## src/rtl/pll_pkg.sv

```systemverilog
// Shared definitions for the PLL reset sequencer: state encoding, counter
// width helpers and default timing for the 48 MHz board clock.
package pll_pkg;

  typedef enum logic [2:0] {
    PLL_RST   = 3'd0,
    WAIT_LOCK = 3'd1,
    STABLE    = 3'd2,
    HOLD      = 3'd3,
    RUN       = 3'd4
  } pll_state_e;

  localparam int DEF_PLL_RST_CYCLES = 16;
  localparam int DEF_LOCK_TIMEOUT   = 48000;
  localparam int DEF_STABLE_CYCLES  = 4800;
  localparam int DEF_HOLD_CYCLES    = 64;
  localparam int DEF_CNT_W          = 8;

  function automatic int max4(input int a, input int b, input int c, input int d);
    int m;
    m = a;
    if (b > m) m = b;
    if (c > m) m = c;
    if (d > m) m = d;
    return m;
  endfunction

  // One spare bit above clog2 so the terminal compare value always fits.
  function automatic int cnt_width(input int max_val);
    return $clog2(max_val) + 1;
  endfunction

endpackage

```

## src/rtl/sync_2ff.sv

```systemverilog
// Generic per-bit 2-flop synchronizer with synchronous active-high reset to 0.
module sync_2ff #(
  parameter int WIDTH = 1
) (
  input  logic             clk,
  input  logic             srst,
  input  logic [WIDTH-1:0] i_d,
  output logic [WIDTH-1:0] o_q
);

  logic [WIDTH-1:0] r_meta;
  logic [WIDTH-1:0] r_sync;

  generate
    for (genvar gi = 0; gi < WIDTH; gi++) begin : g_bit
      always_ff @(posedge clk) begin
        if (srst) begin
          r_meta[gi] <= 1'b0;
          r_sync[gi] <= 1'b0;
        end else begin
          r_meta[gi] <= i_d[gi];
          r_sync[gi] <= r_meta[gi];
        end
      end
    end
  endgenerate

  assign o_q = r_sync;

endmodule

```

## src/rtl/pll_reset_sequencer.sv

```systemverilog
// Sequences the PLL reset, waits for a stable synchronized lock, then releases
// the system reset after a hold period; re-sequences on timeout or lock loss.
module pll_reset_sequencer
  import pll_pkg::*;
#(
  parameter int PLL_RST_CYCLES = DEF_PLL_RST_CYCLES,
  parameter int LOCK_TIMEOUT   = DEF_LOCK_TIMEOUT,
  parameter int STABLE_CYCLES  = DEF_STABLE_CYCLES,
  parameter int HOLD_CYCLES    = DEF_HOLD_CYCLES,
  parameter int CNT_W          = DEF_CNT_W
) (
  input  logic             clkin,
  input  logic             reset,
  input  logic             locked,
  output logic             pll_reset,
  output logic             sys_reset,
  output logic             ready,
  output logic [CNT_W-1:0] retry_count,
  output logic [CNT_W-1:0] loss_count,
  output logic [2:0]       state
);

  localparam int MAX_P = max4(PLL_RST_CYCLES, LOCK_TIMEOUT, STABLE_CYCLES, HOLD_CYCLES);
  localparam int CW    = cnt_width(MAX_P);

  localparam logic [CW-1:0]    C_RST_LAST  = CW'(PLL_RST_CYCLES - 1);
  localparam logic [CW-1:0]    C_TO_LAST   = CW'(LOCK_TIMEOUT - 1);
  localparam logic [CW-1:0]    C_STB_LAST  = CW'(STABLE_CYCLES - 1);
  localparam logic [CW-1:0]    C_HOLD_LAST = CW'(HOLD_CYCLES - 1);
  localparam logic [CW-1:0]    C_ONE       = CW'(1);
  localparam logic [CNT_W-1:0] C_SAT       = '1;
  localparam logic [CNT_W-1:0] C_EV_ONE    = CNT_W'(1);

  pll_state_e       r_state;
  pll_state_e       w_state_next;
  logic [CW-1:0]    r_cnt;
  logic [CW-1:0]    w_cnt_next;
  logic             w_retry_inc;
  logic             w_loss_inc;
  logic             w_lk;
  logic             r_pll_reset;
  logic             r_sys_reset;
  logic             r_ready;
  logic [CNT_W-1:0] r_retry_count;
  logic [CNT_W-1:0] r_loss_count;

  sync_2ff #(
    .WIDTH(1)
  ) u_lock_sync (
    .clk (clkin),
    .srst(reset),
    .i_d (locked),
    .o_q (w_lk)
  );

  // The single phase counter is cleared on every transition; lock has
  // priority over the timeout when both happen in the same cycle.
  always_comb begin
    w_state_next = r_state;
    w_cnt_next   = r_cnt + C_ONE;
    w_retry_inc  = 1'b0;
    w_loss_inc   = 1'b0;
    case (r_state)
      PLL_RST: begin
        if (r_cnt == C_RST_LAST) begin
          w_state_next = WAIT_LOCK;
          w_cnt_next   = '0;
        end
      end
      WAIT_LOCK: begin
        if (w_lk) begin
          w_state_next = STABLE;
          w_cnt_next   = '0;
        end else if (r_cnt == C_TO_LAST) begin
          w_state_next = PLL_RST;
          w_cnt_next   = '0;
          w_retry_inc  = 1'b1;
        end
      end
      STABLE: begin
        if (!w_lk) begin
          w_state_next = WAIT_LOCK;
          w_cnt_next   = '0;
        end else if (r_cnt == C_STB_LAST) begin
          w_state_next = HOLD;
          w_cnt_next   = '0;
        end
      end
      HOLD: begin
        if (!w_lk) begin
          w_state_next = PLL_RST;
          w_cnt_next   = '0;
          w_loss_inc   = 1'b1;
        end else if (r_cnt == C_HOLD_LAST) begin
          w_state_next = RUN;
          w_cnt_next   = '0;
        end
      end
      RUN: begin
        w_cnt_next = '0;
        if (!w_lk) begin
          w_state_next = PLL_RST;
          w_loss_inc   = 1'b1;
        end
      end
      default: begin
        w_state_next = PLL_RST;
        w_cnt_next   = '0;
      end
    endcase
  end

  // Outputs are decoded from the next state so they change on the same edge
  // as the state register itself.
  always_ff @(posedge clkin) begin
    if (reset) begin
      r_state       <= PLL_RST;
      r_cnt         <= '0;
      r_pll_reset   <= 1'b1;
      r_sys_reset   <= 1'b1;
      r_ready       <= 1'b0;
      r_retry_count <= '0;
      r_loss_count  <= '0;
    end else begin
      r_state     <= w_state_next;
      r_cnt       <= w_cnt_next;
      r_pll_reset <= (w_state_next == PLL_RST);
      r_sys_reset <= (w_state_next != RUN);
      r_ready     <= (w_state_next == RUN);
      if (w_retry_inc && (r_retry_count != C_SAT)) begin
        r_retry_count <= r_retry_count + C_EV_ONE;
      end
      if (w_loss_inc && (r_loss_count != C_SAT)) begin
        r_loss_count <= r_loss_count + C_EV_ONE;
      end
    end
  end

  assign pll_reset   = r_pll_reset;
  assign sys_reset   = r_sys_reset;
  assign ready       = r_ready;
  assign retry_count = r_retry_count;
  assign loss_count  = r_loss_count;
  assign state       = r_state;

endmodule

```

## config.mk

```make
export PLATFORM = sky130hd
export DESIGN_NAME = pll_reset_sequencer
export DESIGN_NICKNAME = d
export VERILOG_FILES = /design/src/rtl/pll_pkg.sv /design/src/rtl/sync_2ff.sv /design/src/rtl/pll_reset_sequencer.sv
export SDC_FILE = /design/constraint.sdc
export NUM_CORES = 1
export LEC_CHECK = 0
export CORE_ASPECT_RATIO = 1.2
export CORE_MARGIN = 1
export CORE_UTILIZATION = 49
export CTS_CLUSTER_DIAMETER = 40
export DETAILED_ROUTE_END_ITERATION = 8
export PLACE_DENSITY = 0.74
export SYNTH_ARGS = -nofsm -noshare
export SYNTH_HDL_FRONTEND = slang
export SYNTH_SLANG_ARGS = --single-unit
```

## constraint.sdc

```tcl
create_clock -name clkin -period 1.9 [get_ports clkin]
set_input_delay 0.475 -clock clkin [delete_from_list [all_inputs] [get_ports clkin]]
set_output_delay 0.475 -clock clkin [all_outputs]
set_load 0.05 [all_outputs]
```

==> summary by stage, run 1 <==
Setup path
The worst setup path is of the reg2reg kind. The required time at the worst-slack endpoint is between 2 and 2.5 ns. The critical-path maximum fanout is 8.

For the worst setup path, the data arrival time is 2.00 ns. The element type at the critical path start is a flop. The endpoint kind of the worst setup timing path is a flop. The length in cells of the worst reg-to-reg path is 6.

Die
The die span in y is between 70 and 80 um. The I/O pin count is 25. The placeable core region is slightly below 0.004 mm^2. The die is between 60 and 70 um wide. The number of standard-cell rows in the floorplan is 25.

The initial core utilization is 51.5%. The floorplan die area is roughly 0.0044 mm^2.

Place
The number of cells in the design after placement is about 300. The number of port buffers is 24. The congestion estimate from routability-driven global placement came to 0.876. After legalization and detailed placement, the total HPWL measured 2970 um.

Logic synthesis
The cell area that synthesis handed to floorplanning was approximately 0.002 mm^2. A synthesized cell averages a little over 9 um^2. The synthesized design contains 0 enable-type register cells. The synthesized netlist contains 49 unique library cells. The predominant post-synthesis flop cell is dfxtp_1.

The net count after synthesis is ~220. The count of synthesis-stage warnings from yosys is 0. The count of mapped cells out of synthesis is approximately 220.

The async set-reset flop share out of synthesis is 0%. The count of state elements after synthesis is 41. Sequential cells were found to cover between 40% and 50% of the synthesized design area.

Power and ir drop
Combinational logic burns roughly 2.8% of the power. In this run the power spent charging and discharging nets is roughly 0.33 mW. In this run switching power makes up between 20% and 30% of total power. The power density over cell area is between 500 and 600 mW/mm^2. IR analysis of the VDD net gives a maximum drop of 0.621 mV. The relative contribution of sequential cells to total power is between 50% and 60%. The internal portion of the total power is ~1.2 mW.

For this design the static power due to leakage is roughly 0.94 nW. Per report_power, the clock group accounts for ~40% of the total. The total chip power is about 1.5 mW.

Finish
The area growth from synthesis to layout is 24.6%. Cells with a size suffix above 1 make up between 20% and 30% of the layout. Leaving out fill and tap cells, the most frequent cell in the layout is buf_4. Summing all multi-input logic gate instances after layout gives 0.00116 mm^2. Fill cells in the final layout number 367. The storage element area is approximately 840 um^2.

The count of inserted antenna diode cells is 0. The final layout contains ~260 nets. Once layout is complete, the cells apart from fillers number 311.

Leaving out fill and tap cells, the most frequent cells in the layout are 36 x buf_4, 31 x dfxtp_1, 18 x nor2_1, 18 x a211oi_1.

Detailed routing
The post-detailed-route wirelength per cell is ~14 um. The post-route DRC violation count is 0. Summed over all layers, the routed wires come to between 4000 and 5000 um.

The first-pass detailed-route iteration total is 4. The detailed-route vias per instance is approximately 5.6. The count of antenna-violating nets left after detailed routing is 0.

The violation count after the first detailed-routing iteration is 94. The total via count after detailed routing is 1757.

STA
The pin slew with the least headroom to its limit is between 0.5 and 0.6 ns. The final critical path takes up between 90% and 100% of the cycle. Final hold analysis gives a worst-case slack of 0.443 ns. The minimum clock period after layout is ~1.8 ns. Derived from the worst setup path, the maximum achievable clock frequency is 551 MHz.

The max-slew violation total from the final report is 0. The count of endpoints failing setup in the final report is 0. The number of endpoints with negative hold slack in the final report is 0. The final clock skew is 0.00772 ns. Headroom to the max-slew limit came out at between 60% and 70%.

Global routing
The first global-routing pass estimated 6800 um of wire. The final global-route overflow total is 0. The global-route usage over all layers is 20.5%. The number of global-route vias before repair is ~1500.

Entering global routing, the biggest net connects 25 pins. The number of antenna violations at the first check in global routing is 0.

Clocking
TritonCTS built the clock tree. The number of clock sinks is 41. The number of levels in the clock H-tree is 2.

The clock slew at the register clock pins of the worst setup and hold paths is ~0.080 ns. In this run the clock root is driven by a clkbuf_8. The number of buffers created by CTS is 5.

The clock passes through at most 2 buffers. Clock latency on the worst-skew pair, taken at its later pin, is 0.30 ns. The hold-fix buffer count after cts is 0.

Hold path
The path class of the tightest hold or removal check is reg2reg. Counting instances, the worst hold path has a depth of 1.

Outcome
The run finished with clean final reports.

Flow run
Across the run, the number of max-cap violations was 0.
-- Yosys cell counts, drive strengths merged, types with 2 or more instances --
cell type / number / area (um^2)
a211oi: 18 / 135
a21oi: 5 / 25.0
and2b: 2 / 15.0
and3: 8 / 50.1
and4: 5 / 43.8
buf: 8 / 62.6
clkbuf: 2 / 7.51
dfxtp: 41 / 821
ha: 3 / 37.5
inv: 5 / 18.8
mux2: 2 / 22.5
nand2: 12 / 45.0
nand3: 13 / 70.1
nand4: 5 / 31.3
nor2: 19 / 71.3
nor2b: 6 / 37.5
nor3: 8 / 50.1
nor4: 3 / 18.8
o21a: 2 / 15.0
o21ai: 5 / 25.0
o31ai: 2 / 15.0
or4: 2 / 15.0
xnor2: 11 / 96.3
xor2: 11 / 96.3
-- critical path, stage by stage (launching register included) --
cell and delay, ns:
dfxtp_1 0.35, ha_2 0.22, nand3_1 0.13, nor2_2 0.19, nand3_4 0.14, nor4_2 0.32, mux2_2 0.36
-- cell type report --
| class | count | share of cell area, % |
|---|---|---|
| inverter | 5 | 0.742 |
| tap | 54 | 2.67 |
| multi-input combinational | 162 | 45.9 |
| clock buffer | 8 | 3.56 |
| timing repair buffer | 41 | 13.8 |
| sequential | 41 | 33.2 |
-- power by group through the flow --
stage	registers, mW	logic (mW)	clock network (mW)
2_1_floorplan	0.887	0.0228	0
3_3_place_gp	0.886	0.0425	0
3_5_place_dp	0.887	0.0422	0
4_1_cts	0.866	0.0425	0.612
5_1_grt	0.867	0.0480	0.636
6_report	0.867	0.0427	0.595
-- repair_timing --
item                                    4_1_cts  5_1_grt
gates resized for setup                       0       14
setup buffers                                 0        0
endpoints found under the setup margin        0       21
-- logic make-up after synthesis --
kind of cell             count (synthesis)  synth area share [%]
flip-flops                              41                  40.4
AO/OA/AOI/OAI                           42                  16.5
buffers and inverters                   15                  4.37
XOR/XNOR                                22                  9.49
adder cells (fa/ha/maj)                  3                  1.85
AND/OR/NAND/NOR                         92                  25.8
multiplexers                             3                  1.60
-- layer usage --
metal	part of all wire (%)	track usage [%]	up-vias	wire, um
met5	0	0	-	0
met4	1.7	8.33	0	74
met3	3.9	4.81	6	166
met2	49	32.2	38	2100
met1	45	26.9	836	1940
li1	-	-	877	-
-- flip-flops by register name (all words and copies together), names as in the netlist --
signal	count
u_lock_sync.o_q	1
u_lock_sync.r_meta	1
r_cnt	17
state	3
pll_reset	1
retry_count	8
ready	1
loss_count	8
sys_reset	1
-- path summary, 6_finish.rpt --
path / start / slack [ns] / end
worst max-delay path: r_cnt[0] / 0.08 / retry_count[5]
worst min-delay path: u_lock_sync.r_meta / 0.44 / u_lock_sync.o_q
worst max register to register: r_cnt[0] / 0.08 / retry_count[5]
worst min register to register: u_lock_sync.r_meta / 0.44 / u_lock_sync.o_q
-- metrics by stage --
step	setup TNS [ns]	setup slack, ns	instance area [um^2]	utilization (%)
floorplan	0	0.00263	2050	-
global placement	0	0.0858	2390	60.7
detailed placement	0	0.0259	2390	60.7
CTS	0	0.0135	2480	63.0
global route	-0.0354	-0.0203	2530	64.2
finish	0	0.0844	2530	64.2
(Power assumes the default switching activity.)
==> run 2: changes to the inputs <==
Settings changed: GPL_TIMING_DRIVEN set to 1.
==> results of run 2 <==
Same layout as run 1: the final DEF is identical, and so are final timing and power.
